File: src/rtl/ccd_pkg.sv
// Shared definitions for the linear-CCD line sequencer.
//   state_t  : sequencer FSM states
//   DEF_*    : default parameter values (1 MHz pixel clock from 50 MHz, 128 px)
//   bus_w()  : width of the packed multi-channel ADC bus
package ccd_pkg;

    typedef enum logic [1:0] {
        IDLE,
        SI_SETUP,
        SHIFT
    } state_t;

    localparam int DEF_CLK_DIV = 25;
    localparam int DEF_NPIX    = 128;
    localparam int DEF_NCH     = 1;
    localparam int DEF_ADC_W   = 8;
    localparam int DEF_ADC_LAT = 1;
    localparam int DEF_EXP_W   = 25;

    function automatic int bus_w(input int nch, input int adc_w);
        return nch * adc_w;
    endfunction

endpackage

File: src/rtl/ccd_clk_gen.sv
// Pixel / ADC clock generator.
// Ports:
//   clk, rst_n : system clock, async active-low reset
//   div_cnt    : half-period divider count, owned by the sequencer
//   run        : high while a line is in progress
//   ccd_clk    : sensor pixel clock (low when idle)
//   adc_clk    : ADC clock, complement of ccd_clk while running, high when idle
//   rise, fall : single-cycle strobes, high in the first cycle of the new ccd_clk level
module ccd_clk_gen
    import ccd_pkg::*;
#(
    parameter int CLK_DIV = DEF_CLK_DIV,
    parameter int DW      = 5
) (
    input  logic          clk,
    input  logic          rst_n,
    input  logic [DW-1:0] div_cnt,
    input  logic          run,
    output logic          ccd_clk,
    output logic          adc_clk,
    output logic          rise,
    output logic          fall
);

    localparam logic [DW-1:0] DIV_LAST = DW'(CLK_DIV - 1);

    logic tick;
    assign tick = run && (div_cnt == DIV_LAST);

    always_ff @(posedge clk or negedge rst_n) begin
        if (!rst_n) begin
            ccd_clk <= 1'b0;
            adc_clk <= 1'b1;
            rise    <= 1'b0;
            fall    <= 1'b0;
        end else if (!run) begin
            ccd_clk <= 1'b0;
            adc_clk <= 1'b1;
            rise    <= 1'b0;
            fall    <= 1'b0;
        end else begin
            // Strobes are registered with the clock so they line up with the
            // first cycle in which the new level is visible on the pin.
            rise <= tick && !ccd_clk;
            fall <= tick && ccd_clk;
            if (tick) begin
                ccd_clk <= !ccd_clk;
                adc_clk <= ccd_clk;
            end
        end
    end

endmodule

File: src/rtl/ccd_line_sequencer.sv
// Linear-CCD (TSL1401-class) readout sequencer.
// Generates SI / pixel clock / ADC clock, times exposure, captures NCH ADC
// channels and writes pixels to a line FIFO with SOL/EOL markers.
// Ports:
//   clk, rst_n          : system clock, async active-low reset
//   en, mode, trig      : enable, 0 = single-shot on trig / 1 = continuous, line request
//   exp_cfg             : exposure period (SI start to SI start), latched at line start
//   adc_din             : NCH packed ADC samples
//   sink_full, clr_err  : FIFO back-pressure, sticky flag clear
//   si, ccd_clk, adc_clk: sensor / ADC timing outputs
//   out_valid/data/sol/eol : pixel write strobe, data, line markers
//   busy                : line in progress
//   ovf, exp_short, trig_miss : sticky error flags
module ccd_line_sequencer
    import ccd_pkg::*;
#(
    parameter int CLK_DIV = DEF_CLK_DIV,
    parameter int NPIX    = DEF_NPIX,
    parameter int NCH     = DEF_NCH,
    parameter int ADC_W   = DEF_ADC_W,
    parameter int ADC_LAT = DEF_ADC_LAT,
    parameter int EXP_W   = DEF_EXP_W
) (
    input  logic                             clk,
    input  logic                             rst_n,
    input  logic                             en,
    input  logic                             mode,
    input  logic                             trig,
    input  logic [EXP_W-1:0]                 exp_cfg,
    input  logic [bus_w(NCH, ADC_W)-1:0]     adc_din,
    input  logic                             sink_full,
    input  logic                             clr_err,
    output logic                             si,
    output logic                             ccd_clk,
    output logic                             adc_clk,
    output logic                             out_valid,
    output logic [bus_w(NCH, ADC_W)-1:0]     out_data,
    output logic                             out_sol,
    output logic                             out_eol,
    output logic                             busy,
    output logic                             ovf,
    output logic                             exp_short,
    output logic                             trig_miss
);

    localparam int DW = $clog2(CLK_DIV + 1);
    localparam int FW = $clog2(NPIX + ADC_LAT + 1);
    localparam logic [DW-1:0]  DIV_LAST  = DW'(CLK_DIV - 1);
    localparam logic [FW-1:0]  LAT_F     = FW'(ADC_LAT);
    localparam logic [FW-1:0]  FALL_LAST = FW'(NPIX + ADC_LAT - 1);
    localparam logic [EXP_W:0] EXP_ONE   = (EXP_W + 1)'(1);

    state_t           state;
    logic [DW-1:0]    div_cnt;
    logic [FW-1:0]    fall_cnt;     // falling edges seen so far this line
    logic [EXP_W-1:0] exp_cnt;
    logic [EXP_W-1:0] exp_lat;
    logic             cont_armed;   // a continuous line already ran since en/mode went high
    logic             run, rise, fall;
    logic [EXP_W:0]   exp_next;
    logic             exp_due, exp_late, start_ct, start, emit;

    assign run = (state != IDLE);

    ccd_clk_gen #(.CLK_DIV(CLK_DIV), .DW(DW)) u_clk_gen (
        .clk     (clk),
        .rst_n   (rst_n),
        .div_cnt (div_cnt),
        .run     (run),
        .ccd_clk (ccd_clk),
        .adc_clk (adc_clk),
        .rise    (rise),
        .fall    (fall)
    );

    always_comb begin
        // One extra bit so exp_lat of 0 compares as "already due".
        exp_next = {1'b0, exp_cnt} + EXP_ONE;
        exp_due  = exp_next >= {1'b0, exp_lat};
        exp_late = exp_next >  {1'b0, exp_lat};
        start_ct = en && mode && (!cont_armed || exp_due);
        start    = (state == IDLE) && ((en && !mode && trig) || start_ct);
        // Falling edge j samples pixel j-1-ADC_LAT; earlier edges flush the ADC pipe.
        emit     = (state == SHIFT) && fall && (fall_cnt >= LAT_F);
    end

    always_ff @(posedge clk or negedge rst_n) begin
        if (!rst_n) begin
            state      <= IDLE;
            si         <= 1'b0;
            busy       <= 1'b0;
            out_valid  <= 1'b0;
            out_sol    <= 1'b0;
            out_eol    <= 1'b0;
            out_data   <= '0;
            div_cnt    <= '0;
            fall_cnt   <= '0;
            exp_cnt    <= '0;
            exp_lat    <= '0;
            cont_armed <= 1'b0;
        end else begin
            out_valid <= 1'b0;
            out_sol   <= 1'b0;
            out_eol   <= 1'b0;
            div_cnt   <= (state == IDLE || div_cnt == DIV_LAST) ? '0 : div_cnt + DW'(1);

            if (start)
                exp_cnt <= '0;
            else if (exp_cnt != '1)
                exp_cnt <= exp_cnt + EXP_W'(1);

            // A full sink drops the pixel; sequencing carries on regardless.
            if (emit) begin
                out_data  <= adc_din;
                out_valid <= !sink_full;
                out_sol   <= !sink_full && (fall_cnt == LAT_F);
                out_eol   <= !sink_full && (fall_cnt == FALL_LAST);
            end

            case (state)
                IDLE: begin
                    if (start) begin
                        state      <= SI_SETUP;
                        si         <= 1'b1;
                        busy       <= 1'b1;
                        exp_lat    <= exp_cfg;
                        fall_cnt   <= '0;
                        cont_armed <= start_ct;
                    end else if (!(en && mode)) begin
                        cont_armed <= 1'b0;
                    end
                end
                SI_SETUP: begin
                    if (rise)
                        state <= SHIFT;
                end
                SHIFT: begin
                    if (div_cnt == DIV_LAST && ccd_clk)
                        si <= 1'b0;
                    if (fall) begin
                        fall_cnt <= fall_cnt + FW'(1);
                        if (fall_cnt == FALL_LAST) begin
                            state <= IDLE;
                            busy  <= 1'b0;
                        end
                    end
                end
                default: state <= IDLE;
            endcase
        end
    end

    // Sticky flags: a set event in the same cycle as clr_err wins.
    always_ff @(posedge clk or negedge rst_n) begin
        if (!rst_n) begin
            ovf       <= 1'b0;
            exp_short <= 1'b0;
            trig_miss <= 1'b0;
        end else begin
            ovf       <= (emit && sink_full) || (ovf && !clr_err);
            exp_short <= (start && start_ct && cont_armed && exp_late) || (exp_short && !clr_err);
            trig_miss <= (trig && busy) || (trig_miss && !clr_err);
        end
    end

endmodule

File: config.mk
export PLATFORM = sky130hd
export DESIGN_NAME = ccd_line_sequencer
export DESIGN_NICKNAME = d
export VERILOG_FILES = /design/src/rtl/ccd_pkg.sv /design/src/rtl/ccd_clk_gen.sv /design/src/rtl/ccd_line_sequencer.sv
export SDC_FILE = /design/constraint.sdc
export NUM_CORES = 1
export LEC_CHECK = 0
export ABC_AREA = 0
export BUFFER_PORTS_ARGS = -buffer_cell sky130_fd_sc_hd__buf_4
export CORE_MARGIN = 2
export CORE_UTILIZATION = 40
export DETAILED_ROUTE_END_ITERATION = 6
export GPL_TIMING_DRIVEN = 0
export PLACE_DENSITY = 0.59
export SLEW_MARGIN = 25
export SYNTH_ARGS = -nofsm -noshare
export SYNTH_HDL_FRONTEND = slang
export SYNTH_SLANG_ARGS = --single-unit
File: constraint.sdc
create_clock -name clk -period 3.9 [get_ports clk]
set_input_delay 0.195 -clock clk [delete_from_list [all_inputs] [get_ports clk]]
set_output_delay 0.195 -clock clk [all_outputs]
set_load 0.05 [all_outputs]
# Yosys cells after proc, flatten, opt, wreduce, memory -nomap -nowiden

Index checks and enable logic that the tools add are counted.

Flip-flop bits (word level): 86
Latch bits: 0
Bits in writable memories: 0
Memory bits (read-only): 0
Input port bits: 40
Output and inout port bits: 18
Memories: 0

Add/sub/neg operators: 4
Multipliers: 0
Divide/modulo/power cells: 0
Magnitude comparators: 3
Equality and inequality tests: 13
Shift operators: 0
Muxes and demuxes: 28
Bitwise gates (word level): 0
Reduce and logical (&&, ||, !) cells: 42

Operator list:

| kind                                                                    | number |
|---|---|
| 25-bit two-way mux                                                      | 2 |
| 25-bit by 1-bit adder with 26-bit output, second input constant         | 1 |
| 26-bit by 25-bit >= comparator with 1-bit output                        | 1 |
| 26-bit by 25-bit > comparator with 1-bit output                         | 1 |
| 25-bit by 1-bit adder with 25-bit output, second input constant         | 1 |
| 25-bit inequality test, second input constant                           | 1 |
| 1-bit logical AND                                                       | 21 |
| 8-bit two-way mux                                                       | 2 |
| 8-bit case mux with 2 select lines                                      | 1 |
| 1-bit two-way mux                                                       | 15 |
| 8-bit by 1-bit adder with 8-bit output, second input constant           | 1 |
| 8-bit by 1-bit == test with 1-bit output, second input constant         | 1 |
| 8-bit == test, second input constant                                    | 1 |
| 8-bit by 1-bit >= comparator with 1-bit output, second input constant   | 1 |
| 2-bit two-way mux                                                       | 4 |
| 2-bit by 1-bit inequality test with 1-bit output, second input constant | 4 |
| 4-bit AND reduction                                                     | 2 |
| 1-bit logical OR                                                        | 6 |
| 2-bit inequality test, second input constant                            | 3 |
| 2-bit case mux with 3 select lines                                      | 1 |
| 3-bit AND reduction                                                     | 2 |
| 2-bit nonzero test                                                      | 3 |
| 5-bit by 1-bit adder with 5-bit output, second input constant           | 1 |
| 5-bit == test, second input constant                                    | 1 |
| 7 further kinds                                                         | 13 |

# Longest topological paths before layout

Gate-level depths: netlist of run 1.

Depth in word-level cells: 10
Mapped depth: 17

# Cells and area by module

Synthesis of run 1 repeated with hierarchy kept, for this count alone.

Cell total of the unflattened synthesis: 444
Area, all modules: 4710.8 µm²

Modules (own cells, without submodules):

| module             | instances | cells each | area each (µm²) | sequential area each (µm²) |
|---|---|---|---|---|
| ccd_line_sequencer | 1         | 428        | 4529.3          | 2052.0 |
| ccd_clk_gen        | 1         | 16         | 181.4           | 101.3 |

# Worst setup path before layout of run 1

OpenSTA, ideal clock, no wires.

Path type: register to register
Start: register exp_cnt[5]
End: register exp_lat[23]
Arrival: 4.044 ns
Data required time: 3.773 ns
Path slack: -0.272 ns
Stages on the path, launching flop included: 16
Cells stage by stage: dfrtp_1 -> and4_1 -> nand4_1 -> or3_1 -> or3_1 -> xor2_1 -> inv_1 -> ha_1 -> nand3_1 -> or4_1 -> or4_1 -> nand3_1 -> o31a_1 -> buf_6 -> buf_6 -> mux2_1

Word-level cells in the longest chain between the ends: 7

RTL lines:

| item                                             | line                      | text |
|---|---|---|
| from (decl)                                      | ccd_line_sequencer.sv:56  | `logic [EXP_W-1:0] exp_cnt;` |
| from (signal assigned)                           | ccd_line_sequencer.sv:110 | `exp_cnt <= exp_cnt + EXP_W'(1);` |
| 25-bit by 1-bit adder with 26-bit output         | ccd_line_sequencer.sv:78  | `exp_next = {1'b0, exp_cnt} + EXP_ONE;` |
| 26-bit by 25-bit >= comparator with 1-bit output | ccd_line_sequencer.sv:79  | `exp_due = exp_next >= {1'b0, exp_lat};` |
| 1-bit logical OR                                 | ccd_line_sequencer.sv:81  | `start_ct = en && mode && (!cont_armed \|\| exp_due);` |
| 1-bit logical AND                                | ccd_line_sequencer.sv:81  |  |
| 1-bit logical OR                                 | ccd_line_sequencer.sv:82  | `start = (state == IDLE) && ((en && !mode && trig) \|\| start_ct);` |
| 1-bit logical AND                                | ccd_line_sequencer.sv:82  |  |
| 2-bit AND reduction (no line)                    | --                        |  |
| to (signal assigned)                             | ccd_line_sequencer.sv:126 | `exp_lat <= exp_cfg;` |
| to (decl)                                        | ccd_line_sequencer.sv:57  | `logic [EXP_W-1:0] exp_lat;` |

No other way between the ends.
A chain may end at the register's enable or synchronous reset.

# Worst setup path in the final report of run 1

Start: register exp_cnt[10]
End: register exp_lat[11]

Same word-level chain as after synthesis.

==> results_dict.tcl, run 1 <==
set metrics [dict create \
    holdPathEnd "out_valid" \
    p_int_uw 2362 \
    critPathRequiredTime_ns 4.12 \
    path_max_fanout 5 \
    finalSetupViolations 42 \
    drtIter0Drc 93 \
    dr.pass1.iters 6 \
    postPlaceCellArea_mm2 0.005249 \
    ant_nets 0 \
    synth_area_mm2 0.004632 \
    synth-seq-cells 86 \
    max_freq_mhz 246.5 \
    grt_first_pass_wirelength_um 16840 \
    vdd_drop_max_mv 0.3683 \
    max_cap_violations 0 \
    fin_skew_ns 0.009371 \
    p_seq_share_pct 39.1 \
    synth_cell_types 50 \
    fin_nets 612 \
    core_mm2 0.01137 \
    antenna_found_initial 0 \
    rr_startpoint "exp_cnt[10]" \
    slew_violations 0 \
    crit_arrival_ns 4.28 \
    viasPerCell 4.987 \
    drc 0 \
    grt.total_usage_pct 16.89 \
    cts_sinks 86 \
    end_kind "register" \
    clk_pin_slew_ns 0.06 \
    vias 3431 \
    relSlewSlack_pct 45.58 \
    grt_max_degree 87 \
    rr_worst_depth 16 \
    drive_gt1_share_pct 29.91 \
    overflow 0 \
    grt_pass1_vias 3489 \
    synth_edf_count 0 \
    power_uw 3572 \
    min_from "sink_full" \
    dieArea_mm2 0.01246 \
    ys_seq_area_share_pct 46.49 \
    p_comb_share_pct 37.2 \
    ys_top_cells_by_count "85 x dfrtp_1, 55 x inv_1, 36 x nor2_1" \
    power_leakage_uw 0.002947 \
    stdcell_area_mm2 0.005923 \
    synth_nets 523 \
    cts_buffers 9 \
    place_congestion 0.8011 \
    powerDensity_mw_per_mm2 603.0 \
    htreeDepth 3 \
    hold_violations 0 \
    min_path_type "primary input to register" \
    async_reset_ff_share_pct 100.0 \
    fin_ws_ns -0.1572 \
    fin_tns_setup_ns -2.784 \
    fp.dieH_um 111.6 \
    fp-row-count 39 \
    cts_tree "yes" \
    r2r_slack_ns -0.16 \
    clkPwrFrac_pct 23.6 \
    synth.most_common_cell "dfrtp_1" \
    dieWidth_um 111.6 \
    routed_wl_um 9797 \
    num_io_pins 58 \
    tightest_slew_ns 0.8162 \
    cts_root_buf "clkbuf_16" \
    rsz0062_at_grt "yes" \
    synth_top_area_cell "dfrtp_1" \
    synth_area_leaders "dfrtp_1 46%, ha_1 8.6%, mux2_4 6.5%" \
    violations "setup timing" \
    holdPathStages 2 \
    status "complete, but fails checks" \
    fillerInstances 1038 \
    diodes 0 \
    sw_frac_of_total_pct 33.87 \
    port_buffers 57 \
    hold-worst-slack_ns 0.04169 \
    yosys_warnings 0 \
    areaGrowthSynthToFinish_pct 27.88 \
    r2r_end "exp_lat[11]" \
    cp-start-kind "register" \
    fin_crit_ns 4.057 \
    place_hpwl_um 6588 \
    synthCells 451 \
    wire_per_inst_um 14.24 \
    netSwitchingPower_uw 1210 \
    period_share_pct 104.0 \
    crit_type "register to register" \
    pre_cts_ws_ns -0.6413 \
    synth-main-ff-cell "dfrtp_1" \
    clock_path_buffers 2 \
    synth_area_per_cell_um2 10.27 \
    clk_latency_ns 0.35 \
    initial_utilization_pct 40.74 \
    post-synth-top-area-fraction_pct 45.92 \
]
==> worst max-delay path by stage <==
stage | start | endpoint | slack (ns)
floorplan | exp_cnt[9] | exp_lat[23] | 0.002
global placement | exp_cnt[0] | exp_lat[24] | -0.65
detailed placement | exp_cnt[0] | exp_lat[24] | -0.64
CTS | exp_cnt[7] | exp_lat[11] | -0.22
global route | exp_cnt[0] | exp_lat[11] | -0.33
finish | exp_cnt[10] | exp_lat[11] | -0.16
==> timing repair <==
action	CTS	global route
endpoints found under the setup margin	62	61
hold endpoints to repair	85	0
hold buffers	1	0
setup buffers	17	2
resized for setup	28	17
gates cloned	2	0
pin swaps	9	2
==> critical path, stage by stage, from the launching register on <==
cell and delay (ns):
dfrtp_1 0.39, nand3_1 0.12, or2_4 0.24, or3_4 0.41, or3_4 0.42, xor2_2 0.17
inv_2 0.06, ha_4 0.26, nand3_2 0.06, or4_4 0.44, or4_4 0.46, nand3_2 0.08
o31a_1 0.14, buf_6 0.15, buf_12 0.12, buf_12 0.11, mux2_4 0.30
==> power by group through the flow <==
stage	Sequential [µW]	Clock (µW)	Combinational [µW]
floorplan	1400	0	882
global placement	1400	0	1150
detailed placement	1410	0	1190
CTS	1390	869	1310
global route	1440	908	1530
finish	1400	844	1330
==> sequential cells by signal, summed over array words and instances (netlist names), 2 cells and up <==
| register | flops |
|---|---|
| fall_cnt | 8 |
| out_data | 8 |
| div_cnt | 5 |
| exp_cnt | 25 |
| exp_lat | 25 |
| state | 2 |
==> per-layer routing <==
metal | vias up | routed length (µm) | global-route usage [%]
met5 | - | 0 | 0
met4 | 0 | 97 | 4.115
met3 | 9 | 419 | 5.335
met2 | 59 | 4698 | 26.99
met1 | 1664 | 4582 | 22.57
li1 | 1699 | - | -
==> area by class of cell <==
type                    instances  area (µm²)  area share [%]
plain buffers                  12       117.6           1.986
flip-flops and latches         86        2153           36.35
inverters                      55       206.4           3.485
multi-input cells             297        2323           39.23
repair buffers                 79       659.4           11.13
clock inverters                 4       47.55          0.8027
clock buffers                  12       236.5           3.992
well taps                     143       178.9           3.021
==> through the flow <==
stage                     cells  utilization (%)
final                       688            52.10
after global routing        688            52.10
after CTS                   686            51.18
after detailed placement    651            46.16
after global placement      651            46.13
after floorplan             451                -
==> cells by family after synthesis <==
logic type               share of synthesized area [%]
AND/OR/NAND/NOR                                  14.43
multiplexers                                     10.35
flip-flops                                       46.49
adder cells (fa/ha/maj)                          8.644
AO/OA/AOI/OAI                                    8.050
XOR/XNOR                                         5.294
buffers and inverters                            6.753
==> cells in the final DEF (no fill, tap or decap), types with 2 or more instances in the layout <==
cell | Yosys | layout
nor3_1 | 6 | 5
clkinv_2 | 0 | 2
and3_1 | 5 | 4
clkbuf_1 | 5 | 7
o21ai_0 | 19 | 16
xor2_2 | 0 | 5
or3_4 | 0 | 2
nand3_1 | 21 | 19
inv_1 | 55 | 54
or4_4 | 0 | 2
a21o_1 | 3 | 3
buf_2 | 2 | 2
ha_1 | 32 | 30
nand2_1 | 32 | 31
nand3_2 | 0 | 2
buf_6 | 2 | 7
buf_8 | 0 | 2
dfrtp_1 | 85 | 85
buf_4 | 2 | 70
buf_12 | 2 | 4
xor2_1 | 12 | 7
nor2_2 | 0 | 2
a21oi_1 | 32 | 32
xnor2_1 | 16 | 15
mux2_2 | 13 | 11
nand2b_1 | 4 | 4
nand4_1 | 10 | 10
nor2b_1 | 3 | 3
and4_4 | 0 | 2
nor2_1 | 36 | 33
or4_1 | 4 | 2
o21ai_1 | 1 | 4
mux2_4 | 20 | 23
clkbuf_16 | 0 | 9
Power figures use the tool's default switching activity.
==> run 2, diff against run 1 <==
- ABC_AREA: 0 -> 1
- CTS_BUF_LIST: unset -> sky130_fd_sc_hd__clkbuf_16
==> run 2 against run 1 <==
Global-route usage is 1.6 points higher. Hold slack got worse by 0.023 ns. Utilization is 3.2 points lower. Highest routed layer unchanged. The flow now finishes without violations. Die area up 5.2%. Power fell by 47%.
==> results_dict.tcl, run 2 <==
set metrics [dict create \
    dieArea_mm2 0.01310 \
    vias 3970 \
    core_mm2 0.01196 \
    synth-seq-cells 86 \
    hold_violations 0 \
    routed_wl_um 11210 \
    fp.dieH_um 114.5 \
    end_kind "register" \
    ys_top_cells_by_count "135 x nand2_1, 94 x inv_1, 85 x dfrtp_1" \
    fin_skew_ns 0.004172 \
    cts_buffers 9 \
    place_congestion 0.8385 \
    async_reset_ff_share_pct 100.0 \
    synth_area_per_cell_um2 8.315 \
    largestRegisters "exp_cnt (25), exp_lat (25)" \
    clock_path_buffers 2 \
    tightest_slew_ns 0.8776 \
    final_cell_mix "134 x nand2_1, 94 x inv_1, 84 x dfrtp_1, 60 x buf_4, 48 x nand3_1" \
    vdd_drop_max_mv 0.2147 \
    period_share_pct 89.63 \
    critPathRequiredTime_ns 4.09 \
    synth.most_common_cell "nand2_1" \
    drive_gt1_share_pct 18.88 \
    synth_top_area_cell "dfrtp_1" \
    synth_edf_count 0 \
    powerDensity_mw_per_mm2 322.7 \
    drc 0 \
    crit_path_top_delay_cell "dfrtp_2" \
    ant_nets 0 \
    synth-main-ff-cell "dfrtp_1" \
    fp-row-count 40 \
    max_cap_violations 0 \
    fin_ws_ns 0.4046 \
    port_buffers 57 \
    cp-start-kind "register" \
    path_max_fanout 10 \
    ys_seq_area_share_pct 44.12 \
    areaGrowthSynthToFinish_pct 19.94 \
    dr.pass1.iters 4 \
    crit_arrival_ns 3.69 \
    fin_nets 729 \
    slowest_delay_ns 0.41 \
    initial_utilization_pct 40.81 \
    place_hpwl_um 8318 \
    status "finished clean" \
    min_path_type "primary input to register" \
    antenna_found_initial 0 \
    yosys_warnings 0 \
    grt.total_usage_pct 18.46 \
    grt_pass1_vias 4049 \
    worst-path-buf-inv 8 \
    synth_area_mm2 0.004881 \
    final_common_cell "nand2_1" \
    synthCells 587 \
    drtIter0Drc 149 \
    path_delay_family "simple AND/OR/NAND/NOR gates" \
    dieWidth_um 114.5 \
    rr_startpoint "exp_cnt[0]" \
    path_common_cell "inv_1" \
    startpoint "exp_cnt[0]" \
    cts_sinks 86 \
    synth_area_leaders "dfrtp_1 44%, nand2_1 10%, ha_1 8.2%" \
    num_io_pins 58 \
    post-synth-top-area-fraction_pct 43.58 \
    min_from "sink_full" \
    cts_root_buf "clkbuf_16" \
    viasPerCell 4.907 \
    diodes 0 \
    grt_max_degree 87 \
    relSlewSlack_pct 41.50 \
    finalSetupViolations 0 \
    power_leakage_uw 0.002963 \
    clk_pin_slew_ns 0.07 \
    grt_first_pass_wirelength_um 19070 \
    power_uw 1889 \
    max_freq_mhz 286.1 \
    clk_latency_ns 0.34 \
    pre_cts_ws_ns 0.1635 \
    wire_per_inst_um 13.86 \
    slew_violations 0 \
    cts_tree "yes" \
    crit_type "register to register" \
    synth_nets 659 \
    overflow 0 \
    synth_cell_types 37 \
    fin_crit_ns 3.495 \
    htreeDepth 3 \
]
-- run 2: cell types whose count changed after synthesis, sizes merged, moves of 14 or more --
cell / delta
nand3: +29
a21oi: -14
nor2: +17
nand2: +107
mux2: -27
inv: +39
-- run 2: stage by stage --
stage	cells	instance area, µm²	setup TNS, ns	hold WS, ns	util [%]
floorplan	587	4881	0	-0.1006	-
global placement	791	5493	0	0.3806	45.92
global route	809	5854	-0.006868	0.01334	48.94
CTS	808	5812	0	0.01245	48.59
detailed placement	791	5497	0	0.3178	45.95
finish	809	5854	0	0.01821	48.94
-- run 2: final cells by class --
| cell class | count | area [µm²] |
|---|---|---|
| Clock inverter | 7 | 80.08 |
| Buffer | 15 | 108.9 |
| Timing Repair Buffer | 59 | 449.2 |
| Inverter | 95 | 356.6 |
| Sequential cell | 86 | 2155 |
| Clock buffer | 9 | 225.2 |
| Multi-Input combinational cell | 391 | 2296 |
| Tap cell | 147 | 183.9 |
| Fill cell | 1143 | 6107 |
-- run 2: per-layer routing --
| metal | up-vias | track usage, % | share of wire, % |
|---|---|---|---|
| li1 | 2018 | - | - |
| met1 | 1857 | 22.96 | 46 |
| met2 | 85 | 31.56 | 49 |
| met3 | 10 | 3.759 | 4.3 |
| met4 | 0 | 7.154 | 1.3 |
| met5 | - | 0 | 0 |
-- run 2: cell families (layout without fill, tap and decap cells) --
logic type / count (synthesis) / count (layout) / synth area share [%]
adders and majority gates: 32 / 32 / 8.203
AOI/OAI and AO/OA: 59 / 59 / 8.459
DFF: 86 / 86 / 44.12
muxes: 8 / 8 / 1.846
buffers and inverters: 110 / 185 / 9.459
and+or+nand+nor: 272 / 272 / 24.33
xor gates and xnor gates: 20 / 20 / 3.589
-- run 2: power by group --
part | total, µW | leakage [µW] | switching (µW) | internal [µW]
Combinational | 101 | 0.00175 | 59.7 | 41.1
Clock | 889 | 0.000143 | 385 | 504
Sequential | 899 | 0.00107 | 2.61 | 897
Total | 1890 | 0.00296 | 447 | 1440
-- run 2: final timing paths --
kind	to	cells after the start	slack (ns)
max	exp_cnt[20]	25	0.40
max in group asynchronous	exp_cnt[0]	2	2.85
max reg2reg	exp_cnt[20]	25	0.40
min in group asynchronous	exp_lat[6]	2	0.48
min	out_eol	2	0.02
min reg2reg	exp_lat[2]	2	0.47
-- run 2: repair_timing --
item / CTS / global route
buffers inserted: 0 / 1
gates resized for setup: 0 / 10
hold buffers: 1 / 0
endpoints found under the hold margin: 85 / 0
setup endpoints to repair: 0 / 62
